## config.mk

```make
export PLATFORM = sky130hd
export DESIGN_NAME = exec_writeback_unit_flat
export DESIGN_NICKNAME = d
export VERILOG_FILES = /design/src/rtl/exec_pkg.sv /design/src/rtl/exec_if.sv /design/src/rtl/seq_mul16.sv /design/src/rtl/exec_writeback_unit.sv /design/src/flat_wrapper.sv
export SDC_FILE = /design/constraint.sdc
export NUM_CORES = 1
export LEC_CHECK = 0
export BUFFER_PORTS_ARGS = -buffer_cell sky130_fd_sc_hd__buf_2
export CORE_MARGIN = 2
export CORE_UTILIZATION = 58
export CTS_CLUSTER_SIZE = 14
export DETAILED_ROUTE_END_ITERATION = 8
export PLACE_DENSITY = 0.84
export SYNTH_ARGS = -nofsm -noshare
export SYNTH_HDL_FRONTEND = slang
export SYNTH_SLANG_ARGS = --single-unit
```

## constraint.sdc

```tcl
create_clock -name Clock -period 4.2 [get_ports Clock]
set_clock_uncertainty 0.05 [all_clocks]
set_input_delay 0.63 -clock Clock [delete_from_list [all_inputs] [get_ports Clock]]
set_output_delay 0.63 -clock Clock [all_outputs]
set_load 0.02 [all_outputs]
```

## src/rtl/exec_pkg.sv

```systemverilog
// Shared types and constants for the execute/writeback stage.
// Opcodes, FSM states, flag bit positions and the instruction bundle.
package exec_pkg;

  localparam int DW      = 16;
  localparam int AW      = 4;
  localparam int MUL_CYC = 16;
  localparam int CW      = $clog2(MUL_CYC);

  localparam logic [3:0] OP_NOP = 4'd0;
  localparam logic [3:0] OP_MOV = 4'd1;
  localparam logic [3:0] OP_ADD = 4'd2;
  localparam logic [3:0] OP_SUB = 4'd3;
  localparam logic [3:0] OP_AND = 4'd4;
  localparam logic [3:0] OP_OR  = 4'd5;
  localparam logic [3:0] OP_XOR = 4'd6;
  localparam logic [3:0] OP_SWP = 4'd7;
  localparam logic [3:0] OP_MUL = 4'd8;
  localparam logic [3:0] OP_LDI = 4'd9;

  localparam int FN = 3;
  localparam int FZ = 2;
  localparam int FC = 1;
  localparam int FV = 0;

  typedef enum logic [1:0] {
    S_IDLE,
    S_EXEC,
    S_MUL,
    S_WB
  } state_t;

  typedef struct packed {
    logic [3:0]    op;
    logic [AW-1:0] rd;
    logic [AW-1:0] rs;
    logic [AW-1:0] rm;
    logic [DW-1:0] imm;
  } instr_t;

endpackage

```

## src/rtl/exec_if.sv

```systemverilog
// Instruction handshake plus register-file read/write bus.
// slave = execute stage side, master = decoder/regfile side.
interface exec_if;
  import exec_pkg::*;

  logic          Instr_Valid;
  logic          Instr_Ready;
  logic [3:0]    Instr_Op;
  logic [AW-1:0] Instr_Rd;
  logic [AW-1:0] Instr_Rs;
  logic [AW-1:0] Instr_Rm;
  logic [DW-1:0] Instr_Imm;
  logic [AW-1:0] Rd_Addr;
  logic [AW-1:0] Rs_Addr;
  logic [AW-1:0] Rm_Addr;
  logic [DW-1:0] Rd_Out;
  logic [DW-1:0] Rs_Out;
  logic [DW-1:0] Rm_Out;
  logic          Rd_Wen;
  logic          Rs_Wen;
  logic [DW-1:0] Rd_Data;
  logic [DW-1:0] Rs_Data;

  modport slave (
    input  Instr_Valid, Instr_Op,
    input  Instr_Rd, Instr_Rs, Instr_Rm,
    input  Instr_Imm,
    input  Rd_Out, Rs_Out, Rm_Out,
    output Instr_Ready,
    output Rd_Addr, Rs_Addr, Rm_Addr,
    output Rd_Wen, Rs_Wen,
    output Rd_Data, Rs_Data
  );

  modport master (
    output Instr_Valid, Instr_Op,
    output Instr_Rd, Instr_Rs, Instr_Rm,
    output Instr_Imm,
    output Rd_Out, Rs_Out, Rm_Out,
    input  Instr_Ready,
    input  Rd_Addr, Rs_Addr, Rm_Addr,
    input  Rd_Wen, Rs_Wen,
    input  Rd_Data, Rs_Data
  );

endinterface

```

## src/rtl/seq_mul16.sv

```systemverilog
// Iterative shift-add unsigned multiplier, DW x DW -> 2*DW.
// Ports: Clock, Reset_n, start, a, b in; busy, done, prod out.
module seq_mul16
  import exec_pkg::*;
(
  input  logic            Clock,
  input  logic            Reset_n,
  input  logic            start,
  input  logic [DW-1:0]   a,
  input  logic [DW-1:0]   b,
  output logic            busy,
  output logic            done,
  output logic [2*DW-1:0] prod
);

  logic [DW-1:0]   mcand;
  logic [2*DW-1:0] acc;
  logic [CW-1:0]   cnt;
  logic [DW:0]     sum;

  // acc = {partial hi, remaining multiplier bits}; lsb picks add
  assign sum = {1'b0, acc[2*DW-1:DW]}
             + (acc[0] ? {1'b0, mcand} : '0);

  // high on the cycle whose closing edge does the last step
  assign done = busy && (cnt == CW'(MUL_CYC - 1));
  assign prod = acc;

  always_ff @(posedge Clock) begin
    if (!Reset_n) begin
      mcand <= '0;
      acc   <= '0;
      cnt   <= '0;
      busy  <= 1'b0;
    end else if (start) begin
      mcand <= a;
      acc   <= {{DW{1'b0}}, b};
      cnt   <= '0;
      busy  <= 1'b1;
    end else if (busy) begin
      acc <= {sum, acc[DW-1:1]};
      cnt <= cnt + 1'b1;
      if (done)
        busy <= 1'b0;
    end
  end

endmodule

```

## src/rtl/exec_writeback_unit.sv

```systemverilog
// Execute + writeback stage ahead of the dual-write register file.
// Ports: Clock, Reset_n, bus (exec_if.slave), Flags {N,Z,C,V}, Done.
module exec_writeback_unit
  import exec_pkg::*;
(
  input  logic       Clock,
  input  logic       Reset_n,
  exec_if.slave      bus,
  output logic [3:0] Flags,
  output logic       Done
);

  state_t          st, st_nx;
  instr_t          ins;
  logic [3:0]      fl_q, fl_nx;
  logic            fl_we;
  logic            hs;
  logic            rd_wen, rs_wen, done_c;
  logic [DW-1:0]   rd_data, rs_data;
  logic            mul_go, mul_busy, mul_done;
  logic [2*DW-1:0] prod;
  logic [DW-1:0]   a, b, r;
  logic [DW:0]     sum, dif;

  assign bus.Instr_Ready = (st == S_IDLE) && Reset_n;
  assign hs = bus.Instr_Valid && bus.Instr_Ready;

  assign bus.Rd_Addr = ins.rd;
  assign bus.Rs_Addr = ins.rs;
  assign bus.Rm_Addr = ins.rm;

  assign a = bus.Rs_Out;
  assign b = bus.Rm_Out;
  assign sum = {1'b0, a} + {1'b0, b};
  // carry-out of a + ~b + 1 is the no-borrow flag
  assign dif = {1'b0, a} + {1'b0, ~b} + 17'd1;

  // keep the regfile quiet while reset is held
  assign bus.Rd_Wen  = rd_wen && Reset_n;
  assign bus.Rs_Wen  = rs_wen && Reset_n;
  assign bus.Rd_Data = rd_data;
  assign bus.Rs_Data = rs_data;
  assign Done        = done_c && Reset_n;
  assign Flags       = fl_q;

  seq_mul16 u_mul (
    .Clock   (Clock),
    .Reset_n (Reset_n),
    .start   (mul_go),
    .a       (a),
    .b       (b),
    .busy    (mul_busy),
    .done    (mul_done),
    .prod    (prod)
  );

  always_ff @(posedge Clock) begin
    if (!Reset_n) begin
      st   <= S_IDLE;
      ins  <= '0;
      fl_q <= '0;
    end else begin
      st <= st_nx;
      if (hs) begin
        ins.op  <= bus.Instr_Op;
        ins.rd  <= bus.Instr_Rd;
        ins.rs  <= bus.Instr_Rs;
        ins.rm  <= bus.Instr_Rm;
        ins.imm <= bus.Instr_Imm;
      end
      if (fl_we)
        fl_q <= fl_nx;
    end
  end

  always_comb begin
    st_nx   = st;
    rd_wen  = 1'b0;
    rs_wen  = 1'b0;
    rd_data = '0;
    rs_data = '0;
    done_c  = 1'b0;
    fl_we   = 1'b0;
    fl_nx   = fl_q;
    mul_go  = 1'b0;
    r       = '0;
    unique case (st)
      S_IDLE: begin
        if (hs)
          st_nx = S_EXEC;
      end
      S_EXEC: begin
        st_nx  = S_IDLE;
        done_c = 1'b1;
        unique case (1'b1)
          (ins.op == OP_MOV): begin
            rd_wen  = 1'b1;
            rd_data = b;
          end
          (ins.op == OP_ADD): begin
            r       = sum[DW-1:0];
            rd_wen  = 1'b1;
            rd_data = r;
            fl_we   = 1'b1;
            fl_nx[FN] = r[DW-1];
            fl_nx[FZ] = (r == '0);
            fl_nx[FC] = sum[DW];
            fl_nx[FV] = (a[DW-1] == b[DW-1])
                     && (r[DW-1] != a[DW-1]);
          end
          (ins.op == OP_SUB): begin
            r       = dif[DW-1:0];
            rd_wen  = 1'b1;
            rd_data = r;
            fl_we   = 1'b1;
            fl_nx[FN] = r[DW-1];
            fl_nx[FZ] = (r == '0);
            fl_nx[FC] = dif[DW];
            fl_nx[FV] = (a[DW-1] != b[DW-1])
                     && (r[DW-1] != a[DW-1]);
          end
          (ins.op == OP_AND),
          (ins.op == OP_OR),
          (ins.op == OP_XOR): begin
            if (ins.op == OP_AND)
              r = a & b;
            else if (ins.op == OP_OR)
              r = a | b;
            else
              r = a ^ b;
            rd_wen  = 1'b1;
            rd_data = r;
            fl_we   = 1'b1;
            fl_nx   = {r[DW-1], (r == '0), 2'b00};
          end
          (ins.op == OP_SWP): begin
            rd_wen  = (ins.rd != ins.rs);
            rs_wen  = (ins.rd != ins.rs);
            rd_data = a;
            rs_data = bus.Rd_Out;
          end
          (ins.op == OP_MUL): begin
            done_c = 1'b0;
            mul_go = !mul_busy;
            st_nx  = S_MUL;
          end
          (ins.op == OP_LDI): begin
            rd_wen  = 1'b1;
            rd_data = ins.imm;
          end
          default: ;
        endcase
      end
      S_MUL: begin
        if (mul_done)
          st_nx = S_WB;
      end
      S_WB: begin
        st_nx   = S_IDLE;
        done_c  = 1'b1;
        // Rs keeps the low half when both names alias
        rd_wen  = (ins.rd != ins.rs);
        rs_wen  = 1'b1;
        rd_data = prod[2*DW-1:DW];
        rs_data = prod[DW-1:0];
        fl_we   = 1'b1;
        fl_nx   = {prod[2*DW-1], (prod == '0), 2'b00};
      end
      default: st_nx = S_IDLE;
    endcase
  end

endmodule

```

## src/flat_wrapper.sv

```systemverilog
// flat-port wrapper written by rule: the top's interface ports become plain ports
module exec_writeback_unit_flat import exec_pkg::*;
  (Clock, Reset_n, Flags, Done, bus_Instr_Valid, bus_Instr_Op, bus_Instr_Rd, bus_Instr_Rs, bus_Instr_Rm, bus_Instr_Imm, bus_Rd_Out, bus_Rs_Out, bus_Rm_Out, bus_Instr_Ready, bus_Rd_Addr, bus_Rs_Addr, bus_Rm_Addr, bus_Rd_Wen, bus_Rs_Wen, bus_Rd_Data, bus_Rs_Data);
  exec_if bus_i ();
  input  logic Clock;
  input  logic Reset_n;
  output logic [3:0] Flags;
  output logic Done;
  input wire logic [$bits(bus_i.Instr_Valid)-1:0] bus_Instr_Valid;
  input wire logic [$bits(bus_i.Instr_Op)-1:0] bus_Instr_Op;
  input wire logic [$bits(bus_i.Instr_Rd)-1:0] bus_Instr_Rd;
  input wire logic [$bits(bus_i.Instr_Rs)-1:0] bus_Instr_Rs;
  input wire logic [$bits(bus_i.Instr_Rm)-1:0] bus_Instr_Rm;
  input wire logic [$bits(bus_i.Instr_Imm)-1:0] bus_Instr_Imm;
  input wire logic [$bits(bus_i.Rd_Out)-1:0] bus_Rd_Out;
  input wire logic [$bits(bus_i.Rs_Out)-1:0] bus_Rs_Out;
  input wire logic [$bits(bus_i.Rm_Out)-1:0] bus_Rm_Out;
  output wire logic [$bits(bus_i.Instr_Ready)-1:0] bus_Instr_Ready;
  output wire logic [$bits(bus_i.Rd_Addr)-1:0] bus_Rd_Addr;
  output wire logic [$bits(bus_i.Rs_Addr)-1:0] bus_Rs_Addr;
  output wire logic [$bits(bus_i.Rm_Addr)-1:0] bus_Rm_Addr;
  output wire logic [$bits(bus_i.Rd_Wen)-1:0] bus_Rd_Wen;
  output wire logic [$bits(bus_i.Rs_Wen)-1:0] bus_Rs_Wen;
  output wire logic [$bits(bus_i.Rd_Data)-1:0] bus_Rd_Data;
  output wire logic [$bits(bus_i.Rs_Data)-1:0] bus_Rs_Data;
  assign bus_i.Instr_Valid = bus_Instr_Valid;
  assign bus_i.Instr_Op = bus_Instr_Op;
  assign bus_i.Instr_Rd = bus_Instr_Rd;
  assign bus_i.Instr_Rs = bus_Instr_Rs;
  assign bus_i.Instr_Rm = bus_Instr_Rm;
  assign bus_i.Instr_Imm = bus_Instr_Imm;
  assign bus_i.Rd_Out = bus_Rd_Out;
  assign bus_i.Rs_Out = bus_Rs_Out;
  assign bus_i.Rm_Out = bus_Rm_Out;
  assign bus_Instr_Ready = bus_i.Instr_Ready;
  assign bus_Rd_Addr = bus_i.Rd_Addr;
  assign bus_Rs_Addr = bus_i.Rs_Addr;
  assign bus_Rm_Addr = bus_i.Rm_Addr;
  assign bus_Rd_Wen = bus_i.Rd_Wen;
  assign bus_Rs_Wen = bus_i.Rs_Wen;
  assign bus_Rd_Data = bus_i.Rd_Data;
  assign bus_Rs_Data = bus_i.Rs_Data;
  exec_writeback_unit u_core (.Clock(Clock), .Reset_n(Reset_n), .bus(bus_i), .Flags(Flags), .Done(Done));
endmodule
```

# After elaboration in Yosys (flattened, before gate mapping)

Index checks and enable logic that the tools add are counted.

Reduce and logical (&&, ||, !) cells: 22
Bitwise gates (word level): 5
Eq/ne operators: 21
Add/sub/neg operators: 5
Mux-type cells: 30

Operators with widths:

| kind                                                 | count |
|---|---|
| two-way mux 16 bit                                   | 8 |
| one-hot mux 16 bit (6 select lines)                  | 1 |
| one-hot mux 16 bit (2 select lines)                  | 2 |
| adder 16 x 16 -> 17 bit                              | 3 |
| zero test 16 bit                                     | 3 |
| zero test 32 bit                                     | 1 |
| adder 17 x 1 -> 17 bit (second input constant)       | 1 |
| AND 16 bit                                           | 1 |
| equality test 4 x 3 -> 1 bit (second input constant) | 4 |
| NOT 16 bit                                           | 1 |
| OR 16 bit                                            | 1 |
| XOR 16 bit                                           | 1 |
| equality test 4 bit (second input constant)          | 3 |
| one-hot mux 4 bit (3 select lines)                   | 1 |
| one-hot mux 1 bit (2 select lines)                   | 5 |
| equality test 4 x 2 -> 1 bit (second input constant) | 2 |
| logical AND 1 bit                                    | 8 |
| two-way mux 1 bit                                    | 8 |
| one-hot mux 2 bit (4 select lines)                   | 1 |
| one-hot mux 4 bit (2 select lines)                   | 1 |
| OR reduction 7 bit                                   | 1 |
| two-way mux 2 bit                                    | 3 |
| OR reduction 5 bit                                   | 1 |
| adder 4 x 1 -> 4 bit (second input constant)         | 1 |
| other kinds (16)                                     | 21 |

Input port bits: 83
Bits in registers: 91
Word-level logic and storage cells: 95
Output and inout bits: 52

# Depth between registers and ports, before layout

Gate-level depths: netlist (run 1).

Depth in word-level cells: 8
Gate-level depth with buffers: 14
Mapped depth without buffers: 13

# Cells and area by module

Synthesis (run 1) repeated with hierarchy kept, for this count alone.

Cells, all modules: 1,076
Area, all modules: 8,099.0 µm²

Modules (own cells, without submodules):

| module              | instances | area an instance (µm²) | cells each | sequential area each (µm²) |
|---|---|---|---|---|
| exec_writeback_unit | 1         | 5,148.7                | 737        | 760.7 |
| seq_mul16           | 1         | 2,950.3                | 339        | 1,061.0 |

# Worst setup path after synthesis (run 1)

Ideal clock, no wire load.

Path type: input port to output port
Start: input port bus_Rm_Out[0]
End: output port bus_Rd_Data[14]
Cell stages on the path: 11
Data required time: 3.520 ns
Path buffers: 0
Setup slack: 0.564 ns
Arrival: 2.956 ns
Path through: ha_1 -> fa_1 -> a211oi_4 -> o21bai_2 -> a21oi_4 -> a211oi_2 -> a21oi_2 -> a211oi_1 -> xnor2_1 -> a211oi_1 -> o21ai_0

Cells in the longest elaborated chain, start to end: 5
Elaborated cells on any way between the ends: 6
Classes of those cells: add/sub (3); mux (2); bitwise (1)

RTL lines:

| element                               | RTL line                  | text |
|---|---|---|
| start, declared                       | flat_wrapper.sv:17        | `input wire logic [$bits(bus_i.Rm_Out)-1:0] bus_Rm_Out;` |
| NOT 16 bit                            | exec_writeback_unit.sv:36 | `assign dif = {1'b0, a} + {1'b0, ~b} + 17'd1;` |
| adder 16 x 16 -> 17 bit               | exec_writeback_unit.sv:36 |  |
| adder 17 x 1 -> 17 bit                | exec_writeback_unit.sv:36 |  |
| one-hot mux 16 bit (6 select lines) * | exec_writeback_unit.sv:95 | `unique case (1'b1)` |
| one-hot mux 16 bit (2 select lines) * | exec_writeback_unit.sv:87 | `unique case (st)` |
| end, declared                         | flat_wrapper.sv:24        | `output wire logic [$bits(bus_i.Rd_Data)-1:0] bus_Rd_Data;` |

Every way passes the cells marked *; elsewhere a longest branch is shown, timed or not.

# Worst setup path after layout (run 1)

Start: input port bus_Rm_Out[9]
End: output port bus_Rd_Data[15]

Same word-level chain as after synthesis.

==> results of run 1 <==
area by class of cell:
cell class              count  area share, %
clock buffers               9           2.57
clock inverters             7          0.942
inverters                  50           2.14
multi-input cells         797           61.1
flip-flops and latches     91           20.8
well taps                 176           2.51
repair buffers            161           9.96
routing by layer:
layer / track usage, % / up-vias / routed length (microns)
met4: 15.1 / 0 / 992
met1: 45.1 / 3682 / 10300
met5: 0 / - / 0
met2: 56.9 / 401 / 11200
li1: - / 3738 / -
met3: 8.48 / 66 / 2370
logic make-up after synthesis:
kind of cell,share of synthesized area (%)
AOI/OAI and AO/OA,26.1
muxes,4.34
xor gates and xnor gates,5.37
DFF,23.8
buffers and inverters,7.18
and+or+nand+nor,21.9
adders and majority gates,11.4
critical path, stage by stage:
cell and delay [ps]:
sky130_fd_sc_hd__buf_2 120, sky130_fd_sc_hd__inv_1 60, sky130_fd_sc_hd__ha_1 450, sky130_fd_sc_hd__nor4_4 380
sky130_fd_sc_hd__nand3_1 150, sky130_fd_sc_hd__a2111oi_2 350, sky130_fd_sc_hd__nor4_1 130, sky130_fd_sc_hd__o21bai_1 280
sky130_fd_sc_hd__xor2_1 230, sky130_fd_sc_hd__o22ai_1 120, sky130_fd_sc_hd__a211oi_1 230, sky130_fd_sc_hd__a21oi_1 100
sky130_fd_sc_hd__buf_2 210
sequential cells by signal, summed over array words and instances (netlist names), named ones only:
| register | count |
|---|---|
| u_core.u_mul.prod | 32 |
| u_core.ins | 20 |
| u_core.u_mul.mcand | 16 |
| u_core.Flags | 4 |
| u_core.bus.Rd_Addr | 4 |
| u_core.bus.Rm_Addr | 4 |
| u_core.bus.Rs_Addr | 4 |
| u_core.u_mul.cnt | 4 |
| u_core.st | 1 |
| u_core.u_mul.busy | 1 |
through the flow:
stage	power, W	instances	setup TNS (ps)	setup slack, ps	hold slack [ps]
floorplan	0.00128	1017	0	564	389
global placement	0.00147	1274	0	52.7	397
detailed placement	0.00147	1274	-60.8	-60.8	403
CTS	0.00234	1291	0	38.8	413
global route	0.00244	1291	-21.5	-21.5	446
finish	0.00235	1291	0	83.7	412
how the worst min path moves through the flow:
stage	endpoint	slack, ps	cells after the start
2_1_floorplan	u_core.u_mul.mcand[10]	390	2
3_3_place_gp	u_core.bus.Rm_Addr[0]	400	2
3_5_place_dp	u_core.u_mul.mcand[10]	400	2
4_1_cts	u_core.u_mul.mcand[10]	410	2
5_1_grt	u_core.ins[13]	450	2
6_report	u_core.u_mul.mcand[14]	410	2
cells in the mapped netlist, types with 11 or more instances:
| cell type | n |
|---|---|
| sky130_fd_sc_hd__nand2_1 | 160 |
| sky130_fd_sc_hd__nor2_1 | 77 |
| sky130_fd_sc_hd__xor2_1 | 11 |
| sky130_fd_sc_hd__nor4_1 | 11 |
| sky130_fd_sc_hd__dfxtp_1 | 91 |
| sky130_fd_sc_hd__and2_1 | 36 |
| sky130_fd_sc_hd__nor3_1 | 18 |
| sky130_fd_sc_hd__clkbuf_1 | 53 |
| sky130_fd_sc_hd__inv_1 | 50 |
| sky130_fd_sc_hd__ha_1 | 65 |
| sky130_fd_sc_hd__buf_4 | 12 |
| sky130_fd_sc_hd__buf_2 | 11 |
| sky130_fd_sc_hd__a211oi_1 | 27 |
| sky130_fd_sc_hd__mux2i_1 | 31 |
| sky130_fd_sc_hd__a21boi_0 | 48 |
| sky130_fd_sc_hd__a21oi_1 | 59 |
| sky130_fd_sc_hd__o21ai_0 | 52 |
| sky130_fd_sc_hd__a22o_1 | 19 |
| sky130_fd_sc_hd__xnor2_1 | 36 |
timing repair:
| action | in CTS | in global routing |
|---|---|---|
| gates cloned | 0 | 0 |
| resized for setup | 1 | 9 |
| pin swaps | 1 | 2 |
| setup endpoints to repair | 1 | 3 |
| buffers inserted | 1 | 0 |
where the power goes:
| part | leakage [nW] | switching (W) | internal [W] |
|---|---|---|---|
| combinational | 2.87 | 0.000357 | 0.000223 |
| sequential | 0.737 | 0.0000213 | 0.000881 |
| clock | 0.150 | 0.000399 | 0.000472 |
==> metrics.md, run 1 <==
| Metric | Value |
|---|---|
| Worst-margin pin slew | just over 1000 ps |
| Routability congestion estimate | roughly 1.0 |
| Hold violation total from the final report | 0 |
| Sequential cell area | about 1800 sq um |
| Via-to-Cell Ratio | 6.11 |
| Fraction of final layout cells sized beyond drive strength 1 | a little under a fifth |
| Starting DRC count in detailed routing | 896 |
| Critical path capture point type | primary output |
| Main synth FF type | sky130_fd_sc_hd__dfxtp_1 |
| Pin count of the biggest net entering global routing | 63 |
| Number of antenna-violating nets in the routed design | 0 |
| Syn_nets | 1168 |
| Clock latency on the worst-skew pair | 360 ps |
| R2r worst-path depth | 13 |
| Boundary pin count | 135 |
| Gate count after technology mapping | 1017 |
| Termination of the worst setup path | bus_Rd_Data[15] |
| Setup crit start | bus_Rm_Out[9] |
| Run status | finished clean |
| Endpoints failing setup | 0 |
| Fmax | between 0.2 and 0.25 GHz |
| Die width | 119 microns |
| Routed wire per std cell | 19.3 microns |
| Layout overhead on the synthesized area | 14.3% |
| Congestion Overflow GR | 0 |
| Number of cell rows | 42 |
| TritonRoute pass-1 iters | 5 |
| Category of the most critical setup path | input port to primary output |
| Max FO, Critical Path | 8 |
| Number of I/O port buffers | 134 |
| TritonCTS clock tree | done |
| Worst reg2reg setup slack | approximately 950 ps |
| Final standard cell area without fillers | 8770 sq um |
| Slew margin rel. | 32.5% |
| Post-detailed-placement half-perimeter wirelength | 18.8 mm |
| Share of the cycle needed by the critical path after routing | 98.0% |
| Final core utilization | between 60% and 70% |
| TritonCTS Buffers | 9 |
| Post-synth top area share | 23.8% |
| Synth Register Bits | 91 |
| Antenna diode instance count | 0 |
| Yosys warning count | 0 |
| DRT Wirelength | 24.9 mm |
| Required arrival time at the worst endpoint | 3520 ps |
| Total of hold buffers inserted after clock tree synthesis | 0 |
| Class of the worst hold path | flip-flop to flip-flop |
| Multi-input logic area | 5360 sq um |
| Antenna violations before repair | 0 |
| Total Die Area | ~14000 sq um |
| All-layer global routing usage | 35.3% |
| Number of max-cap violations | 0 |
| Capturing point of the worst reg2reg path | u_core.u_mul.prod[29] |
| Sinks on the clock net | 91 |
| Power density cells | 268 nW/um^2 |
| Sequential cell area fraction in the yosys report | 23.8% |
| Syn avg cell area | ~7.5 sq um |
| Global-route wire length before repair | 39.5 mm |
| Leakage power figure | around 3.8 nW |
| Final slew viol count | 0 |
| Crit path time final | 4120 ps |
| Critical path data arrival time | 3440 ps |
| Syn Std Cell Area | around 7700 sq um |
| Most used cells in the layout excluding fill and tap cells | 160 x sky130_fd_sc_hd__nand2_1, 134 x sky130_fd_sc_hd__buf_2, 90 x sky130_fd_sc_hd__dfxtp_1, 77 x sky130_fd_sc_hd__nor2_1, 65 x sky130_fd_sc_hd__ha_1 |
| Type of element launching the critical path | input port |
| Clock edge transition at the registers on the reported setup and hold paths | 70 ps |
| Final-layout fill cell count | 1146 |
| Post-detailed-placement cell area | ~8400 sq um |
| Cell taking the most area after synthesis | sky130_fd_sc_hd__dfxtp_1 |
| Vias in the first global route | 7470 |
| Worst IR Drop VDD | 0.345 mV |
| Top cells by area, synth | sky130_fd_sc_hd__dfxtp_1 24%, sky130_fd_sc_hd__ha_1 11%, sky130_fd_sc_hd__nand2_1 7.8% |
| Beginning of the worst register-to-register path | u_core.u_mul.prod[0] |
| Placeable core area | ~13000 sq um |
| DRC | 0 |
| Chip height | about 120 microns |
| Proportion of synthesized flip-flops having asynchronous set or reset | 0% |
| Min-Delay Startpoint | u_core.u_mul.mcand[14] |
| Distinct cell type count after synthesis | 70 |
| Clock root buffer | sky130_fd_sc_hd__clkbuf_16 |
| Number of enable-type register cells in the synthesized netlist | 0 |
| Max Buffers Root-to-Sink | 2 |
| Final layout net count | 1261 |
| Initial core utilization | 58.6% |
| H-tree Lvls | 3 |
| Total vias in the final route | 7887 |
| Leading cell type in the layout, fill and taps excluded | sky130_fd_sc_hd__nand2_1 |
(Power assumes the default switching activity.)
==> run 2: changes to the inputs <==
ABC_AREA = 1   (was default)
==> run 2 against run 1 <==
Against the previous run: highest routed layer unchanged; die area rose by 7.1%; hold slack barely moved; first-iteration DRC count rose by 14%; largest power group unchanged; fmax rose by 7.3%; area after synthesis rose by 7.4%; clock-buffer cell count did not move; worst setup slack improved by 280 ps; flip-flop and latch count did not move; combinational power rose by 24%.
==> metrics.md, run 2 <==
| Metric | Value |
|---|---|
| TritonRoute pass-1 iters | 6 |
| Post-detailed-placement half-perimeter wirelength | 23.6 mm |
| Share of synthesized area spent on multiplexers | 0% |
| Required arrival time at the worst endpoint | 3520 ps |
| Run status | finished clean |
| Number of cell rows | 43 |
| Compound-cell area share of the yosys netlist | 21.5% |
| Min-Delay Startpoint | u_core.ins[3] |
| Syn Std Cell Area | 8240 sq um |
| Syn_nets | 1508 |
| Critical path capture point type | primary output |
| Final core utilization | 65.9% |
| Final layout net count | 1596 |
| Number of I/O port buffers | 134 |
| Most used cells in the layout excluding fill and tap cells | 306 x sky130_fd_sc_hd__nand2_1, 232 x sky130_fd_sc_hd__inv_1, 134 x sky130_fd_sc_hd__buf_2, 120 x sky130_fd_sc_hd__a21oi_1, 112 x sky130_fd_sc_hd__o21ai_0 |
| Crit path time final | 3840 ps |
| Routed wire per std cell | 18.5 microns |
| Boundary pin count | 135 |
| Final-layout fill cell count | between 1000 and 1500 |
| Syn avg cell area | 6.07 sq um |
| Number of antenna-violating nets in the routed design | 0 |
| Synth Register Bits | 91 |
| Total vias in the final route | 9573 |
| Cell taking the most area after synthesis | sky130_fd_sc_hd__dfxtp_1 |
| Total Die Area | between 15000 and 20000 sq um |
| Leakage power figure | between 4 and 5 nW |
| Clock latency on the worst-skew pair | around 360 ps |
| Yosys warning count | 0 |
| Congestion Overflow GR | 0 |
| Antenna violations before repair | 0 |
| Leading cell type in the layout, fill and taps excluded | sky130_fd_sc_hd__nand2_1 |
| Starting DRC count in detailed routing | 1018 |
| Clock edge transition at the registers on the reported setup and hold paths | around 70 ps |
| Setup repair bufs after CTS | 0 |
| Worst-margin pin slew | 947 ps |
| H-tree Lvls | 3 |
| Routability congestion estimate | 1.04 |
| Worst IR Drop VDD | 0.264 mV |
| Setup tns final | 0 ps |
| Slew margin rel. | 35.3% |
| Gates resized, CTS repair | 0 |
| Total of hold buffers inserted after clock tree synthesis | 0 |
| Pin count of the biggest net entering global routing | 52 |
| Gate count after technology mapping | approximately 1400 |
| Capturing point of the worst reg2reg path | u_core.u_mul.prod[27] |
| Post-synth top area share | between 20% and 30% |
| Flip-flop count of the largest register after layout | 32 |
| Type of element launching the critical path | input port |
| Chip height | approximately 120 microns |
| Class of the worst hold path | flip-flop to flip-flop |
| Initial core utilization | roughly 59% |
| Antenna diode instance count | 0 |
| Die width | 123 microns |
| Xor/xnor share of the synthesized area | under 10% |
| Top cells by area, synth | sky130_fd_sc_hd__dfxtp_1 22%, sky130_fd_sc_hd__nand2_1 14%, sky130_fd_sc_hd__inv_1 11% |
| Proportion of synthesized flip-flops having asynchronous set or reset | 0% |
| Category of the most critical setup path | input port to primary output |
| Fmax | 0.261 GHz |
| Main synth FF type | sky130_fd_sc_hd__dfxtp_1 |
| Top-count cell post-synth | sky130_fd_sc_hd__nand2_1 |
| Final slew viol count | 0 |
| TritonCTS Buffers | 9 |
| Distinct cell type count after synthesis | 46 |
| All-layer global routing usage | between 40% and 50% |
| Top cells by count, synth | 306 x sky130_fd_sc_hd__nand2_1, 232 x sky130_fd_sc_hd__inv_1, 120 x sky130_fd_sc_hd__a21oi_1, 112 x sky130_fd_sc_hd__o21ai_0, 102 x sky130_fd_sc_hd__nand3_1 |
| Clock root buffer | sky130_fd_sc_hd__clkbuf_16 |
| Beginning of the worst register-to-register path | u_core.u_mul.prod[0] |
| Share of synthesized cell area in and, or, nand and nor gates | 28.2% |
| Vias in the first global route | 8706 |
| Sinks on the clock net | 91 |
| Worst reg2reg setup slack | between 1000 and 1500 ps |
| Power density cells | about 270 nW/um^2 |
| Placeable core area | 13900 sq um |
| Endpoints failing setup | 0 |
| Fraction of final layout cells sized beyond drive strength 1 | between 10% and 20% |
| Share of the cycle needed by the critical path after routing | around 91% |
| Adder-cell area share of the yosys netlist | 10.6% |
| Number of cells on the worst hold path | 2 |
| RSZ-0062 raised after global routing | false |
| Endpoint of the worst hold-timing path | u_core.ins[3] |
| Max FO, Critical Path | 10 |
| Layout overhead on the synthesized area | 11.1% |
| Max Buffers Root-to-Sink | 2 |
| TritonCTS clock tree | done |
| Number of enable-type register cells in the synthesized netlist | 0 |
| Hold violation total from the final report | 0 |
| Combinational family with the most area after synthesis | simple AND/OR/NAND/NOR gates |
| Via-to-Cell Ratio | 5.87 |
| Sequential cell area fraction in the yosys report | 22.1% |
| Number of max-cap violations | 0 |
| DRC | 0 |
| DRT Wirelength | 30.1 mm |
| Critical path data arrival time | 3160 ps |
| R2r worst-path depth | 16 |
| Global-route wire length before repair | 46.6 mm |
run 2: changes by cell type after synthesis, sizes merged, moves of 48 or more:
cell,delta
a21boi,-48
a21oi,+62
inv,+189
nand2,+148
nand3,+93
o21ai,+65
run 2: worst max path at each step:
stage	slack (ps)	cells past startpoint	start	end
floorplan	1210	15	bus_Rm_Out[3]	bus_Rd_Data[15]
global route	170	14	bus_Rm_Out[12]	bus_Rd_Data[15]
CTS	510	14	bus_Rm_Out[0]	bus_Rd_Data[12]
global placement	530	14	bus_Rm_Out[12]	bus_Rd_Data[15]
detailed placement	520	15	bus_Rm_Out[4]	bus_Rd_Data[9]
finish	360	14	bus_Rm_Out[12]	bus_Rd_Data[15]
run 2: layout make-up:
class / count / area (sq um) / area share, %
Multi-Input combinational cell: 955 / 5140 / 56.2
Sequential cell: 91 / 1820 / 19.9
Tap cell: 180 / 225 / 2.46
Timing Repair Buffer: 147 / 768 / 8.40
Clock inverter: 7 / 63.8 / 0.697
Clock buffer: 9 / 225 / 2.46
Inverter: 241 / 905 / 9.89
run 2: cells by family (layout without fill, tap and decap cells):
logic type | count (synthesis) | after routing
AO/OA/AOI/OAI | 320 | 320
XOR/XNOR | 20 | 20
adder cells (fa/ha/maj) | 68 | 68
buffers and inverters | 311 | 404
flip-flops | 91 | 91
AND/OR/NAND/NOR | 547 | 547
run 2: routing by layer:
layer	vias to the layer above	part of all wire, %	track usage, %	wire length [microns]
met1	4274	40	51.2	12100
met3	121	11	10.5	3450
li1	4573	-	-	-
met5	-	0	0	0
met4	0	5.7	23.8	1710
met2	605	43	61.1	12900
run 2: per-stage QoR:
step                cells  power [W]  area (sq um)  hold slack [ps]  worst slack (ps)
floorplan            1357    0.00140          8240              380              1210
global placement     1614    0.00162          8860              392               527
detailed placement   1614    0.00162          8860              402               521
CTS                  1630    0.00241          9150              413               510
global route         1630    0.00254          9150              430               168
finish               1630    0.00243          9150              411               364
run 2: critical path, cell delays in order:
cell,delay [ps]
sky130_fd_sc_hd__buf_2,120
sky130_fd_sc_hd__inv_1,170
sky130_fd_sc_hd__ha_1,560
sky130_fd_sc_hd__inv_1,200
sky130_fd_sc_hd__a21oi_1,260
sky130_fd_sc_hd__o21ai_0,120
sky130_fd_sc_hd__a21oi_1,160
sky130_fd_sc_hd__nand2_1,110
sky130_fd_sc_hd__nand2_1,70
sky130_fd_sc_hd__nand2_1,60
sky130_fd_sc_hd__o22ai_1,160
sky130_fd_sc_hd__o21ai_0,130
sky130_fd_sc_hd__o21ai_0,160
sky130_fd_sc_hd__buf_2,230
run 2: power by group:
group	internal [W]	total (W)	switching (W)
combinational	0.000220	0.000718	0.000498
sequential	0.000892	0.000913	0.0000210
clock	0.000416	0.000800	0.000384
total	0.00153	0.00243	0.000902
